`src/rtl/uart_tx_scheduler.sv`:
```
`default_nettype none
// ============================================================================
//  Module   : uart_tx_scheduler
//  Purpose  : Arbitrates four byte-stream requesters onto a single shared
//             UART transmitter. Requests are granted round-robin. A packet
//             owner keeps the transmitter until it presents a byte marked
//             last, so the bytes of one packet are never interleaved with
//             bytes from other requesters.
//  Revision : 1.0  initial release
// ----------------------------------------------------------------------------
//  Parameters
//    TIMEOUT_CYCLES  idle HOLD cycles before an owner's lock is revoked
//                    (1..255). Only used when UART_TX_SCHEDULER_TIMEOUT_EN
//                    is defined.
//  Optional feature macro
//    UART_TX_SCHEDULER_TIMEOUT_EN  enables the packet-lock timeout counter.
//  Ports
//    clock115200hz  in   1   bit-rate clock, rising edge
//    resetn         in   1   asynchronous active-low reset
//    req            in   4   per-requester byte valid
//    req_data       in  32   requester i byte in [8i+7:8i]
//    req_last       in   4   presented byte ends the requester's packet
//    ack            out  4   one-cycle capture pulse, at most one-hot
//    owner          out  2   current / most recent IDLE grantee
//    busy           out  1   scheduler not in IDLE
//    tx_data        out  8   byte for the transmitter, stable while in use
//    tx_send        out  1   one-cycle transmitter start strobe
//    tx_ready       in   1   transmitter idle
// ============================================================================
module uart_tx_scheduler #(
    parameter logic [7:0] TIMEOUT_CYCLES = 8'd200
) (
    input  logic        clock115200hz,
    input  logic        resetn,
    input  logic [3:0]  req,
    input  logic [31:0] req_data,
    input  logic [3:0]  req_last,
    output logic [3:0]  ack,
    output logic [1:0]  owner,
    output logic        busy,
    output logic [7:0]  tx_data,
    output logic        tx_send,
    input  logic        tx_ready
);

    typedef enum logic [2:0] {
        ST_IDLE      = 3'd0,
        ST_SEND      = 3'd1,
        ST_WAIT_BUSY = 3'd2,
        ST_WAIT_DONE = 3'd3,
        ST_HOLD      = 3'd4
    } state_t;

    state_t      state_q, state_d;
    logic [1:0]  owner_q, owner_d;
    logic [7:0]  tx_data_q, tx_data_d;
    logic        last_q, last_d;

    logic [3:0]  grant;
    logic        send_c;

    // Round-robin search results.
    logic        rr_found;
    logic [1:0]  rr_idx;
    logic [1:0]  rr_cand;

    // A zero timeout would revoke every lock on the first HOLD cycle.
    generate
        if (TIMEOUT_CYCLES == 8'd0) begin : g_timeout_range_check
            $error("uart_tx_scheduler: TIMEOUT_CYCLES must be in 1..255");
        end
    endgenerate

`ifdef UART_TX_SCHEDULER_TIMEOUT_EN
    logic [7:0]  tmo_q, tmo_d;
`endif

    // ------------------------------------------------------------------
    // Round-robin pick: scan owner+1, owner+2, owner+3, owner. The 2-bit
    // add wraps naturally, so the previous owner is checked last.
    // ------------------------------------------------------------------
    always_comb begin
        rr_found = 1'b0;
        rr_idx   = owner_q;
        rr_cand  = owner_q;
        for (int k = 1; k <= 4; k++) begin
            rr_cand = owner_q + 2'(k);
            if (!rr_found && req[rr_cand]) begin
                rr_found = 1'b1;
                rr_idx   = rr_cand;
            end
        end
    end

    // ------------------------------------------------------------------
    // Next-state and output logic
    // ------------------------------------------------------------------
    always_comb begin
        state_d   = state_q;
        owner_d   = owner_q;
        tx_data_d = tx_data_q;
        last_d    = last_q;
        grant     = 4'b0000;
        send_c    = 1'b0;
`ifdef UART_TX_SCHEDULER_TIMEOUT_EN
        // The counter only survives while the scheduler remains in HOLD
        // with the owner idle; every other path clears it.
        tmo_d     = 8'd0;
`endif

        case (state_q)
            ST_IDLE: begin
                if (rr_found) begin
                    grant[rr_idx] = 1'b1;
                    owner_d       = rr_idx;
                    tx_data_d     = req_data[{rr_idx, 3'b000} +: 8];
                    last_d        = req_last[rr_idx];
                    state_d       = ST_SEND;
                end
            end

            ST_SEND: begin
                if (tx_ready) begin
                    send_c  = 1'b1;
                    state_d = ST_WAIT_BUSY;
                end
            end

            // tx_ready is still high for one cycle after the strobe; only
            // a low reading proves the transmitter has taken the byte.
            ST_WAIT_BUSY: begin
                if (!tx_ready) begin
                    state_d = ST_WAIT_DONE;
                end
            end

            ST_WAIT_DONE: begin
                if (tx_ready) begin
                    state_d = last_q ? ST_IDLE : ST_HOLD;
                end
            end

            // Packet lock: only the owner can be served here.
            ST_HOLD: begin
                if (req[owner_q]) begin
                    grant[owner_q] = 1'b1;
                    tx_data_d      = req_data[{owner_q, 3'b000} +: 8];
                    last_d         = req_last[owner_q];
                    state_d        = ST_SEND;
                end
`ifdef UART_TX_SCHEDULER_TIMEOUT_EN
                else begin
                    tmo_d = tmo_q + 8'd1;
                    if (tmo_d == TIMEOUT_CYCLES) begin
                        // Abandon the lock silently; no strobe is issued.
                        tmo_d   = 8'd0;
                        state_d = ST_IDLE;
                    end
                end
`endif
            end

            default: begin
                state_d = ST_IDLE;
            end
        endcase
    end

    // ------------------------------------------------------------------
    // State registers
    // ------------------------------------------------------------------
    always_ff @(posedge clock115200hz or negedge resetn) begin
        if (!resetn) begin
            state_q   <= ST_IDLE;
            owner_q   <= 2'd3;          // requester 0 wins the first grant
            tx_data_q <= 8'h00;
            last_q    <= 1'b1;
        end else begin
            state_q   <= state_d;
            owner_q   <= owner_d;
            tx_data_q <= tx_data_d;
            last_q    <= last_d;
        end
    end

`ifdef UART_TX_SCHEDULER_TIMEOUT_EN
    always_ff @(posedge clock115200hz or negedge resetn) begin
        if (!resetn) begin
            tmo_q <= 8'd0;
        end else begin
            tmo_q <= tmo_d;
        end
    end
`endif

    // ------------------------------------------------------------------
    // Outputs. ack is combinational so that it pulses in the capture
    // cycle itself, while the FSM is still in IDLE or HOLD. It is gated
    // by resetn because reset leaves the FSM in IDLE, where a pending
    // request would otherwise show through.
    // ------------------------------------------------------------------
    assign ack     = grant & {4{resetn}};
    assign owner   = owner_q;
    assign busy    = (state_q != ST_IDLE);
    assign tx_data = tx_data_q;
    assign tx_send = send_c;

endmodule
`default_nettype wire

```
`config.mk`:
```
export PLATFORM = sky130hd
export DESIGN_NAME = uart_tx_scheduler
export DESIGN_NICKNAME = d
export VERILOG_FILES = /design/src/rtl/uart_tx_scheduler.sv
export SDC_FILE = /design/constraint.sdc
export NUM_CORES = 1
export LEC_CHECK = 0
export ABC_CLOCK_PERIOD_IN_PS = 3400
export BUFFER_PORTS_ARGS = -buffer_cell sky130_fd_sc_hd__buf_2
export CAP_MARGIN = 30
export CORE_MARGIN = 4
export CORE_UTILIZATION = 42
export CTS_CLUSTER_DIAMETER = 200
export DETAILED_ROUTE_END_ITERATION = 12
export PLACE_DENSITY = 0.76
export SYNTH_ARGS = -nofsm -noshare
export SYNTH_HDL_FRONTEND = slang
export SYNTH_SLANG_ARGS = --single-unit
```
`constraint.sdc`:
```
create_clock -name clock115200hz -period 3.4 [get_ports clock115200hz]
set_clock_uncertainty 0.15 [all_clocks]
set_input_delay 0.34 -clock clock115200hz [delete_from_list [all_inputs] [get_ports clock115200hz]]
set_output_delay 0.34 -clock clock115200hz [all_outputs]
set_load 0.1 [all_outputs]
```
Yosys cells after proc, flatten, opt, wreduce, memory -nomap -nowiden
Index checks and enable logic that the tools add are counted.
Storage, ports and cells
  bits of input ports: 43
  bits in registers: 14
  word-level logic and storage cells: 82
Operators by class
  shift-type cells: 2
  bitwise logic cells: 1
  mux-type cells: 42
  reduce and logical (&&, ||, !) cells: 14
  $lt $le $gt $ge: 7
  equal/unequal tests: 9
  add/subtract/negate cells: 3
Operator list (number)
  variable part select 32 x 6 -> 8 bit: 2
  2-to-1 mux 3 bit: 6
  2-to-1 mux 1 bit: 16
  2-to-1 mux 8 bit: 2
  one-hot mux 8 bit (2 select lines): 1
  < comparator 2 x 3 -> 1 bit, second input constant: 5
  one-hot mux 3 bit (5 select lines): 1
  binary-select mux 1 bit (select 2 bit): 6
  inequality test 2 bit, second input constant: 5
  2-to-1 mux 2 bit: 4
  2-to-1 mux 4 bit: 2
  one-hot mux 4 bit (2 select lines): 1
  == test 3 x 2 -> 1 bit, second input constant: 2
  logical AND 1 bit: 5
  AND reduction 5 bit: 1
  adder 2 bit, second input constant: 2
  AND 4 bit: 1
  demux 1 bit (select 2 bit): 2
  >= comparator 2 x 1 -> 1 bit, second input constant: 2
  == test 3 x 1 -> 1 bit, second input constant: 1
  == test 3 bit, second input constant: 1
  logical NOT 1 bit: 3
  logical NOT 3 bit: 1
  AND reduction 3 bit: 1
  5 further kinds: 5

Depth between registers and ports, before layout
  word-level depth: 20
  depth in mapped cells: 10
  depth with buffers taken out: 8

Worst setup path before layout
Ideal clock, no wire load.
  kind: register to output
  start: register owner_q[1] (netlist: owner[1])
  end: output port ack[2]
  buffers on the path: 2
  required time: 2.910 ns
  data arrival time: 4.038 ns
  cell stages (with the launch flop): 11
  path slack: -1.128 ns
  cells stage by stage: dfstp_2 -> clkbuf_1 -> inv_1 -> ha_1 -> clkbuf_1 -> mux4_2 -> nor2b_4 -> a21oi_4 -> xnor2_2 -> nand2b_1 -> a21oi_1
Between the ends
  cells in the longest elaborated chain, start to end: 20
  elaborated cells between the ends (all ways): 39
  classes of those cells: add/sub: 3; order compare: 4; mux: 23; bitwise: 1; reduce/logical: 8
RTL lines
  from (decl): RTL line 55  | logic [1:0] owner_q, owner_d;
  from (signal assigned): RTL line 180  | owner_q <= owner_d;
  adder 2 x 1 -> 2 bit: RTL line 87  | rr_cand = owner_q + 2'(k);
  binary-select mux 1 bit (select 2 bit): RTL line 88  | if (!rr_found && req[rr_cand]) begin
  2-to-1 mux 1 bit (implied by the code): RTL line 88
  2-to-1 mux 1 bit: RTL line 88
  logical NOT 1 bit: RTL line 88
  logical AND 1 bit: RTL line 88
  2-to-1 mux 1 bit: RTL line 88
  logical NOT 1 bit: RTL line 88
  [... 4 more ...]
  2-to-1 mux 2 bit: RTL line 88
  < comparator 2 x 3 -> 1 bit (implied by the code) or >= comparator 2 x 1 -> 1 bit (tied branches): RTL line 114  | grant[rr_idx] = 1'b1;
  logical AND 1 bit (implied by the code): RTL line 114
  2-to-1 mux 1 bit (implied by the code): RTL line 114
  demux 1 bit (select 2 bit): RTL line 114
  2-to-1 mux 4 bit: RTL line 113  | if (rr_found) begin
  one-hot mux 4 bit (2 select lines) (*): RTL line 111  | case (state_q)
  AND 4 bit (*): RTL line 202  | assign ack = grant & {4{resetn}};
  to (decl): RTL line 38  | output logic [3:0] ack,
Mark *: on every way between the ends. The rest lies on a longest branch, timed or not. The select of a mux whose other input is x is not followed.

Worst setup path in the final report
  start: register owner_q[0] (netlist: owner[0])
  end: output port ack[1]
The elaborated chain is that of the path after synthesis.

==> key figures <==
Synthesis
  – Mapped cell area: 1270 um2
  – Count of cell types in the netlist: 45
  – Seq cells post-synth: 14
  – Yosys warns: 0
  – Mapped Cells: 140
  – Ys flop type: dfrtp_1
  – Share of the yosys chip area belonging to registers: 27.8%
  – Ys async rst share: 100%
  – EDFF count, synth: 0
  – Mapped Nets: 187
  – Avg Inst Size Synth: 9.10 um2

CTS
  – CTS tree: done
  – Clock buffer depth: 2
  – CTS clk-pin slew, worst paths: 0.10 ns
  – TritonCTS Buffers: 3
  – Skew-Pair Late Insertion Delay: 0.29 ns
  – CTS root buf: clkbuf_4
  – CTS sink cnt: 14
  – Max H-tree Level: 1

Die
  – Ports: 59
  – Cell row count: 19
  – Die Ht: 63.1 um
  – Std-Cell Core Area: 2830 um2
  – Full die area: 3980 um2
  – Initial Utilization: 45.0%
  – DIE WIDTH: 63.1 um

GRT
  – Antenna violations before repair: 0
  – Total routing usage reported by global routing: 19.7%
  – Vias in the first global route: 1409
  – Grt ovf: 0
  – First-pass GRT wire length: 6.35 mm
  – Largest net degree at the start of global routing: 16

Job
  – Max cap viols: 0

Detailed routing
  – Initial drt markers: 58
  – DRC viols: 0
  – Final wirelength: 4.08 mm
  – Avg WL per Cell: 17.3 um
  – Via count: 1401
  – Vias per inst: 5.94
  – ANT nets after route: 0
  – Drt pass-1 iters: 6

Layout
  – Share of post-route cells with drive strength above 1: 43.4%
  – Register Area: 362 um2
  – Final #Nets: 253
  – Ant diodes: 0
  – Most common cell after layout, fill and taps aside: buf_2
  – Most frequent cells in the layout: buf_2 (54), nand2_1 (14), nand3_1 (12), o21ai_0 (12), dfrtp_1 (11)
  – Layout area overhead: 41.9%
  – FILL cells: 241
  – Multi-input logic area: 965 um2

Setup path
  – Crit path kind: reg -> out
  – CP peak stage delay: 0.64 ns
  – CP endpoint kind: output pin
  – Worst flop-to-flop path startpoint: owner[0]
  – CP Cell Sequence: buf_4 > mux4_1 > nor2b_4 > a21oi_4 > xnor2_4 > a32oi_2 > nor2_4 > buf_12
  – Data arrival, critical path: 2.75 ns
  – Worst-path maximum fanout: 7
  – CP Launch Type: register
  – Worst setup path start: owner[0]
  – Slowest-stage cell, CP: dfstp_4
  – Worst Path Required: 2.91 ns

Placed design
  – Placed wire-length estimate: 3.08 mm
  – Routability-driven placement congestion ratio: 0.878
  – Port-buffer cells: 58

STA
  – Max_slew headroom: 54.9%
  – Fin crit share: 95.4%
  – Fin Setup TNS: 0 ns
  – Fin. max-slew vios: 0
  – Fmax: 308 MHz
  – Final setup viols: 0
  – Hold Vio Cnt, Final: 0
  – Worst-Margin Slew: 0.673 ns
  – RSZ-0062 raised after global routing: no
  – Final Critical Period: 3.24 ns

Status
  – Outcome: finished, final reports clean

Worst hold path
  – Hold_sp: tx_ready
  – Hold/Removal Path Class: in -> reg
[critical path, delay by kind of cell (launching register included)]
kind | cells | cell delay, ns
flops | 1 | 0.64
mux | 1 | 0.60
simple gates | 2 | 0.37
buf+inv | 2 | 0.33
xor+xnor | 1 | 0.27
compound gates | 2 | 0.23
[per-layer routing]
layer | part of all wire (%) | track usage (%) | vias to the layer above
met5 | 0 | 0 | -
met4 | 1.8 | 8.82 | 0
met3 | 5.6 | 3.02 | 6
met2 | 51 | 33.9 | 57
met1 | 42 | 24.1 | 671
li1 | - | - | 667
[per-stage QoR]
stage / cell area, um2 / cells / worst slack (ns) / util, % / hold WS, ns
after floorplan: 1340 / 140 / 0.00155 / - / -0.106
after global placement: 1720 / 228 / 0.352 / 60.8 / 0.117
after detailed placement: 1720 / 228 / 0.258 / 60.8 / 0.115
after CTS: 1760 / 233 / 0.0241 / 62.4 / 0.112
after global routing: 1810 / 236 / 0.0420 / 63.9 / 0.121
final: 1810 / 236 / 0.156 / 63.9 / 0.112
[registers in the layout (all words and copies together) (netlist names)]
register / flops
owner: 2
state_q: 3
tx_data: 8
last_q: 1
[final cells by class]
cell class / instances / share of cell area (%)
Clock buffer: 4 / 1.45
Timing Repair Buffer: 65 / 22.4
Tap cell: 31 / 2.15
Sequential cell: 14 / 20.0
Inverter: 3 / 0.623
Multi-Input combinational cell: 119 / 53.4
[kinds of logic after synthesis]
family	count (synthesis)	share of synthesized area (%)
muxes	14	16.9
AOI/OAI and AO/OA	46	25.5
DFF	14	27.8
buffers and inverters	7	2.65
and+or+nand+nor	52	20.5
xor gates and xnor gates	3	2.65
adders and majority gates	4	3.93
[worst paths after layout]
check | to | slack [ns] | depth (start not counted)
setup / recovery | ack[1] | 0.16 | 8
hold reg to reg | tx_data[3] | 0.35 | 2
min in group asynchronous | tx_data[5] | 0.34 | 2
hold / removal | state_q[0] | 0.11 | 2
max in group asynchronous | last_q | 2.46 | 2
setup reg to reg | last_q | 0.37 | 7
[cells in the mapped netlist, drive strengths merged, types with 2 or more instances]
master,n,area [um2]
a21o,9,67.6
a21oi,3,26.3
a32oi,2,17.5
clkbuf,3,11.3
dfrtp,11,275
dfstp,3,78.8
ha,4,50.1
inv,3,11.3
mux2i,8,80.1
mux4,5,124
nand2,14,52.6
nand2b,2,12.5
nand3,12,60.1
nor2,12,47.6
nor2b,2,20.0
o211ai,10,75.1
o21ai,13,65.1
or2,2,12.5
xnor2,2,25.0
[what timing repair did]
item / in CTS / in global routing
buffers inserted: 0 / 3
endpoints found under the hold margin: 11 / 0
resized for setup: 2 / 2
hold buffers: 1 / 0
setup endpoints to repair: 2 / 4
Power is not shown: default switching activity piles up to over one toggle a cycle in this logic, so the estimate is an artifact.
